[src/rtl/dmem_pkg.sv]
// Shared types and helpers for the data-memory responder.
package dmem_pkg;

    typedef enum logic [1:0] {
        IDLE = 2'd0,
        BUSY = 2'd1,
        RESP = 2'd2
    } state_t;

    localparam int WORD_BYTES = 4;

    // Expand per-byte enables into a 32-bit bit mask.
    function automatic logic [31:0] be_to_mask(input logic [WORD_BYTES-1:0] be);
        logic [31:0] m;
        m = '0;
        for (int n = 0; n < WORD_BYTES; n++) begin
            m[8*n +: 8] = {8{be[n]}};
        end
        return m;
    endfunction

endpackage

[src/rtl/dmem_array.sv]
// Word-wide data RAM with per-byte write enables and a registered read port.
module dmem_array
    import dmem_pkg::*;
#(
    parameter int DEPTH_WORDS = 128,
    parameter int IDX_W       = 7
) (
    input  logic                  clk_i,
    input  logic                  wr_en,
    input  logic                  rd_en,
    input  logic [IDX_W-1:0]      idx,
    input  logic [31:0]           wdata,
    input  logic [WORD_BYTES-1:0] be,
    output logic [31:0]           rdata
);

    logic [31:0] mem [DEPTH_WORDS];
    logic [31:0] mask;

    assign mask = be_to_mask(be);

    always_ff @(posedge clk_i) begin
        if (wr_en) begin
            mem[idx] <= (mem[idx] & ~mask) | (wdata & mask);
        end
        if (rd_en) begin
            rdata <= mem[idx];
        end
    end

endmodule

[src/rtl/dmem_responder.sv]
// Data-memory responder: one request at a time, LATENCY wait states, then a held response.
//
// state | meaning
// IDLE  | ready for a request; request fields captured on acceptance
// BUSY  | counting wait states; access performed when the counter reaches zero
// RESP  | response valid and held until rsp_ready_i
module dmem_responder
    import dmem_pkg::*;
#(
    parameter int DEPTH_WORDS = 128,
    parameter int LATENCY     = 2
) (
    input  logic        clk_i,
    input  logic        rst_i,
    input  logic        req_valid_i,
    output logic        req_ready_o,
    input  logic        req_write_i,
    input  logic [31:0] req_addr_i,
    input  logic [31:0] req_wdata_i,
    input  logic [3:0]  req_be_i,
    output logic        rsp_valid_o,
    input  logic        rsp_ready_i,
    output logic [31:0] rsp_rdata_o,
    output logic        rsp_err_o
);

    localparam int          IDX_W      = (DEPTH_WORDS > 1) ? $clog2(DEPTH_WORDS) : 1;
    localparam logic [31:0] ADDR_LIMIT = 32'(WORD_BYTES * DEPTH_WORDS);
    localparam logic [3:0]  LAT_INIT   = 4'(LATENCY);

    state_t      state;
    logic [3:0]  wait_cnt;
    logic        req_write_q;
    logic [31:0] req_addr_q;
    logic [31:0] req_wdata_q;
    logic [3:0]  req_be_q;
    logic        rdata_ok;

    logic        acc_err;
    logic        acc_now;
    logic [31:0] arr_rdata;

    assign acc_err = (req_addr_q[1:0] != 2'b00) || (req_addr_q >= ADDR_LIMIT);
    assign acc_now = (state == BUSY) && (wait_cnt == 4'd0);

    // The RAM read register has no reset, so load data is gated by a reset flop.
    assign rsp_rdata_o = rdata_ok ? arr_rdata : 32'd0;

    dmem_array #(
        .DEPTH_WORDS (DEPTH_WORDS),
        .IDX_W       (IDX_W)
    ) u_array (
        .clk_i (clk_i),
        .wr_en (acc_now && req_write_q && !acc_err),
        .rd_en (acc_now && !req_write_q && !acc_err),
        .idx   (req_addr_q[IDX_W+1:2]),
        .wdata (req_wdata_q),
        .be    (req_be_q),
        .rdata (arr_rdata)
    );

    always_ff @(posedge clk_i or posedge rst_i) begin
        if (rst_i) begin
            state       <= IDLE;
            req_ready_o <= 1'b1;
            rsp_valid_o <= 1'b0;
            rsp_err_o   <= 1'b0;
            rdata_ok    <= 1'b0;
            wait_cnt    <= 4'd0;
            req_write_q <= 1'b0;
            req_addr_q  <= 32'd0;
            req_wdata_q <= 32'd0;
            req_be_q    <= 4'd0;
        end else begin
            case (state)
                IDLE: begin
                    if (req_valid_i) begin
                        req_write_q <= req_write_i;
                        req_addr_q  <= req_addr_i;
                        req_wdata_q <= req_wdata_i;
                        req_be_q    <= req_be_i;
                        wait_cnt    <= LAT_INIT;
                        req_ready_o <= 1'b0;
                        state       <= BUSY;
                    end
                end
                BUSY: begin
                    if (wait_cnt != 4'd0) begin
                        wait_cnt <= wait_cnt - 4'd1;
                    end else begin
                        rsp_valid_o <= 1'b1;
                        rsp_err_o   <= acc_err;
                        rdata_ok    <= !req_write_q && !acc_err;
                        state       <= RESP;
                    end
                end
                RESP: begin
                    if (rsp_ready_i) begin
                        rsp_valid_o <= 1'b0;
                        rsp_err_o   <= 1'b0;
                        rdata_ok    <= 1'b0;
                        req_ready_o <= 1'b1;
                        state       <= IDLE;
                    end
                end
                default: begin
                    rsp_valid_o <= 1'b0;
                    rsp_err_o   <= 1'b0;
                    rdata_ok    <= 1'b0;
                    req_ready_o <= 1'b1;
                    wait_cnt    <= 4'd0;
                    state       <= IDLE;
                end
            endcase
        end
    end

endmodule

[config.mk]
export PLATFORM = sky130hd
export DESIGN_NAME = dmem_responder
export DESIGN_NICKNAME = d
export VERILOG_FILES = /design/src/rtl/dmem_pkg.sv /design/src/rtl/dmem_array.sv /design/src/rtl/dmem_responder.sv
export SDC_FILE = /design/constraint.sdc
export NUM_CORES = 2
export LEC_CHECK = 0
export ABC_AREA = 0
export CAP_MARGIN = 40
export CORE_MARGIN = 2
export CORE_UTILIZATION = 23
export DETAILED_ROUTE_END_ITERATION = 12
export PLACE_DENSITY = 0.44
export SETUP_SLACK_MARGIN = 0.5
export SLEW_MARGIN = 10
export SYNTH_ARGS = -nofsm -noshare
export SYNTH_HDL_FRONTEND = slang
export SYNTH_SLANG_ARGS = --single-unit
[constraint.sdc]
create_clock -name clk_i -period 12.55 [get_ports clk_i]
set_input_delay 3.765 -clock clk_i [delete_from_list [all_inputs] [get_ports clk_i]]
set_output_delay 3.765 -clock clk_i [all_outputs]
set_load 0.05 [all_outputs]
==> metrics.md <==
| Metric | Value |
|---|---|
| Status | finished clean |
| Port Buffers | 107 |
| Skew final | 0.0700 ns |
| Cts hold-fix bufs | 0 |
| Most frequent cell after synthesis | edfxtp_1 |
| Clock Path Buffers | 4 |
| Max-slew violation count | 0 |
| Req. time, crit path | 8.78 ns |
| DRC errors left | 0 |
| Final worst path period share | 0.536 |
| Final Critical Period | 6.73 ns |
| CP endpoint kind | output pin |
| Starting density of the core | 0.230 |
| Peak supply drop | 0.235 mV |
| DIE WIDTH | 843 microns |
| DRT iter0 DRCs | 9912 |
| Routed WL per cell | 29.7 microns |
| Max Cap Viol | 0 |
| DR pass1 iterations | 5 |
| Core Box Area | 0.702 sq mm |
| Power Total | 52.1 mW |
| Crit path launch type | register |
| Max Fclk | 0.149 GHz |
| Via count | 89300 |
| Sequential area share after synthesis | 0.778 |
| Final TNS setup | 0 ns |
| Row Count | 308 |
| Layout net count | 9393 |
| GRT Total Usage | 0.152 |
| CTS buffer count | 450 |
| Final global-route overflow total | 0 |
| CP Max Fanout | 26 |
| Path type of the worst setup path | register to output pin |
| DIE AREA | 0.710 sq mm |
| Initial antenna violation count | 46 |
| Layout filler cell count | 69800 |
| Worst-Skew Late Latency | 1.03 ns |
| Syn_area_per_cell | 18.3 sq um |
| Number of vias per cell | 4.70 |
| Post-Route WL | 566 mm |
| Area growth syn-to-layout | 19.6% |
| DP HPWL | 315 mm |
| Ranking of synthesized cells by area | edfxtp_1 77%, mux2i_1 13%, o22ai_1 4.0% |
| Pwr per Cell Area | 269 mW/mm^2 |
| Post-route ant nets | 0 |
| Worst path arrival time | 2.96 ns |
| Die height | 843 microns |
| IO Pins | 108 |
| Clock slew at reported path FFs | 0.06 ns |
| Mapped Nets | 8935 |
| Post-Synthesis Cells | 8861 |
| #FFs+latches synth | 4207 |
| Syn. warnings | 0 |
| Synth area leader | edfxtp_1 |
| Hold Worst Slack | 0.508 ns |
| Synth top area share | 0.766 |
| Post-CTS setup buffers | 0 |
| Synth top cells by count | 4128 x edfxtp_1, 2048 x mux2i_1, 1028 x o22ai_1, 456 x o21ai_0, 327 x buf_2 |
| Largest net degree at the start of global routing | 125 |
| P_leak | 63.5 nW |
| Post-CTS sizing | 0 |
| Final setup violation count | 0 |
| FF+latch area | 0.126 sq mm |
| Vias in the first global route | 88400 |
| Post-synth cell types | 41 |
| Clock sink total | 4207 |
| EDFF count, synth | 4128 |
| Worst-Margin Slew | 1.04 ns |
| Relative slew slack | 0.307 |
| Top FF cell, synth | edfxtp_1 |
| Hold Crit Class | register to register |
| Gpl congestion | 0.782 |
| Area of the multi-input gates | 0.0348 sq mm |
| CTS tree | done |
| CTS Root Cell | clkbuf_16 |
| First-pass GRT wire length | 758 mm |
| RSZ-0062 raised after global routing | false |
| Final hold vios | 0 |
| H-tree Lvls | 5 |
| Ys async rst share | 0.0188 |
| Layout cells sized above 1 | 0.147 |
| Mapped cell area | 0.162 sq mm |
area by class of cell:
class	count	area share
antenna	32	0.000414
clock buffer	556	0.0615
clock inverter	270	0.0123
inverter	3	0.0000711
multi-input combinational	4098	0.180
sequential	4207	0.651
tap	9300	0.0601
timing repair buffer	559	0.0352
kinds of logic after synthesis:
logic type                 after synthesis  share of synthesized area
DFF                                   4207                      0.778
AOI/OAI and AO/OA                     1681                     0.0630
and+or+nand+nor                        265                    0.00868
adders and majority gates                1                  0.0000773
xor gates and xnor gates                 1                  0.0000541
muxes                                 2150                      0.134
buffers and inverters                  556                     0.0161
stage by stage:
step	instance area [sq um]	std cells	worst slack, ns	util
after CTS	193000	19000	5.71	0.275
after global placement	176000	18000	5.62	0.251
after detailed placement	179000	18200	6.39	0.255
after global routing	194000	19000	5.67	0.276
after floorplan	162000	8861	6.76	-
final	194000	19000	5.82	0.276
final timing paths:
kind	startpoint	endpoint	slack, ns	cells after the start
min in group asynchronous	rst_i	req_addr_q[20]	3.17	2
setup reg to reg	req_addr_q[2]	u_array.mem[126][18]	6.33	10
max in group asynchronous	rst_i	req_be_q[0]	8.37	4
setup / recovery	rdata_ok	rsp_rdata_o[23]	5.82	3
hold reg to reg	req_addr_q[31]	req_addr_q[31]	0.51	1
hold / removal	req_addr_q[31]	req_addr_q[31]	0.51	1
metal layers:
layer / up-vias / GRT usage / share of wire
met5: - / 0 / 0.00016
met4: 14 / 0.0454 / 0.032
met3: 800 / 0.0258 / 0.065
met2: 3299 / 0.252 / 0.47
met1: 48200 / 0.203 / 0.43
li1: 37100 / - / -
sequential cells by signal, indices dropped and copies added (netlist names), 2 cells and up:
signal / flops
req_wdata_q: 32
req_addr_q: 32
wait_cnt: 4
state: 2
u_array.mem: 4096
u_array.rdata: 32
req_be_q: 4
layout by cell type (no fill, tap or decap), types with 32 or more instances in the layout:
master | synthesis | routed
clkdlybuf4s50_1 | 0 | 107
edfxtp_1 | 4128 | 4128
dfrtp_1 | 78 | 75
clkbuf_1 | 182 | 89
buf_12 | 0 | 75
o21ai_1 | 61 | 61
buf_16 | 0 | 68
nor2_4 | 0 | 130
clkinv_2 | 0 | 109
mux2i_1 | 2048 | 2048
clkinv_1 | 0 | 93
mux2_2 | 102 | 70
buf_4 | 8 | 297
a41oi_1 | 128 | 82
o22ai_1 | 1028 | 1028
clkbuf_16 | 0 | 457
o21ai_0 | 456 | 456
a41oi_2 | 0 | 45
and2_1 | 34 | 33
diode_2 | 0 | 32
where the power goes:
part	internal [mW]	total, mW	switching (mW)
Sequential	21.1	21.3	0.254
Clock	7.36	12.9	5.57
Combinational	4.66	17.9	13.2
Total	33.1	52.1	19.0
critical path, stage by stage (launching register included):
cell             delay [ns]
dfrtp_1                0.45
buf_4                  0.43
and2_1                 0.22
clkdlybuf4s50_1        0.81
(Power assumes the default switching activity.)
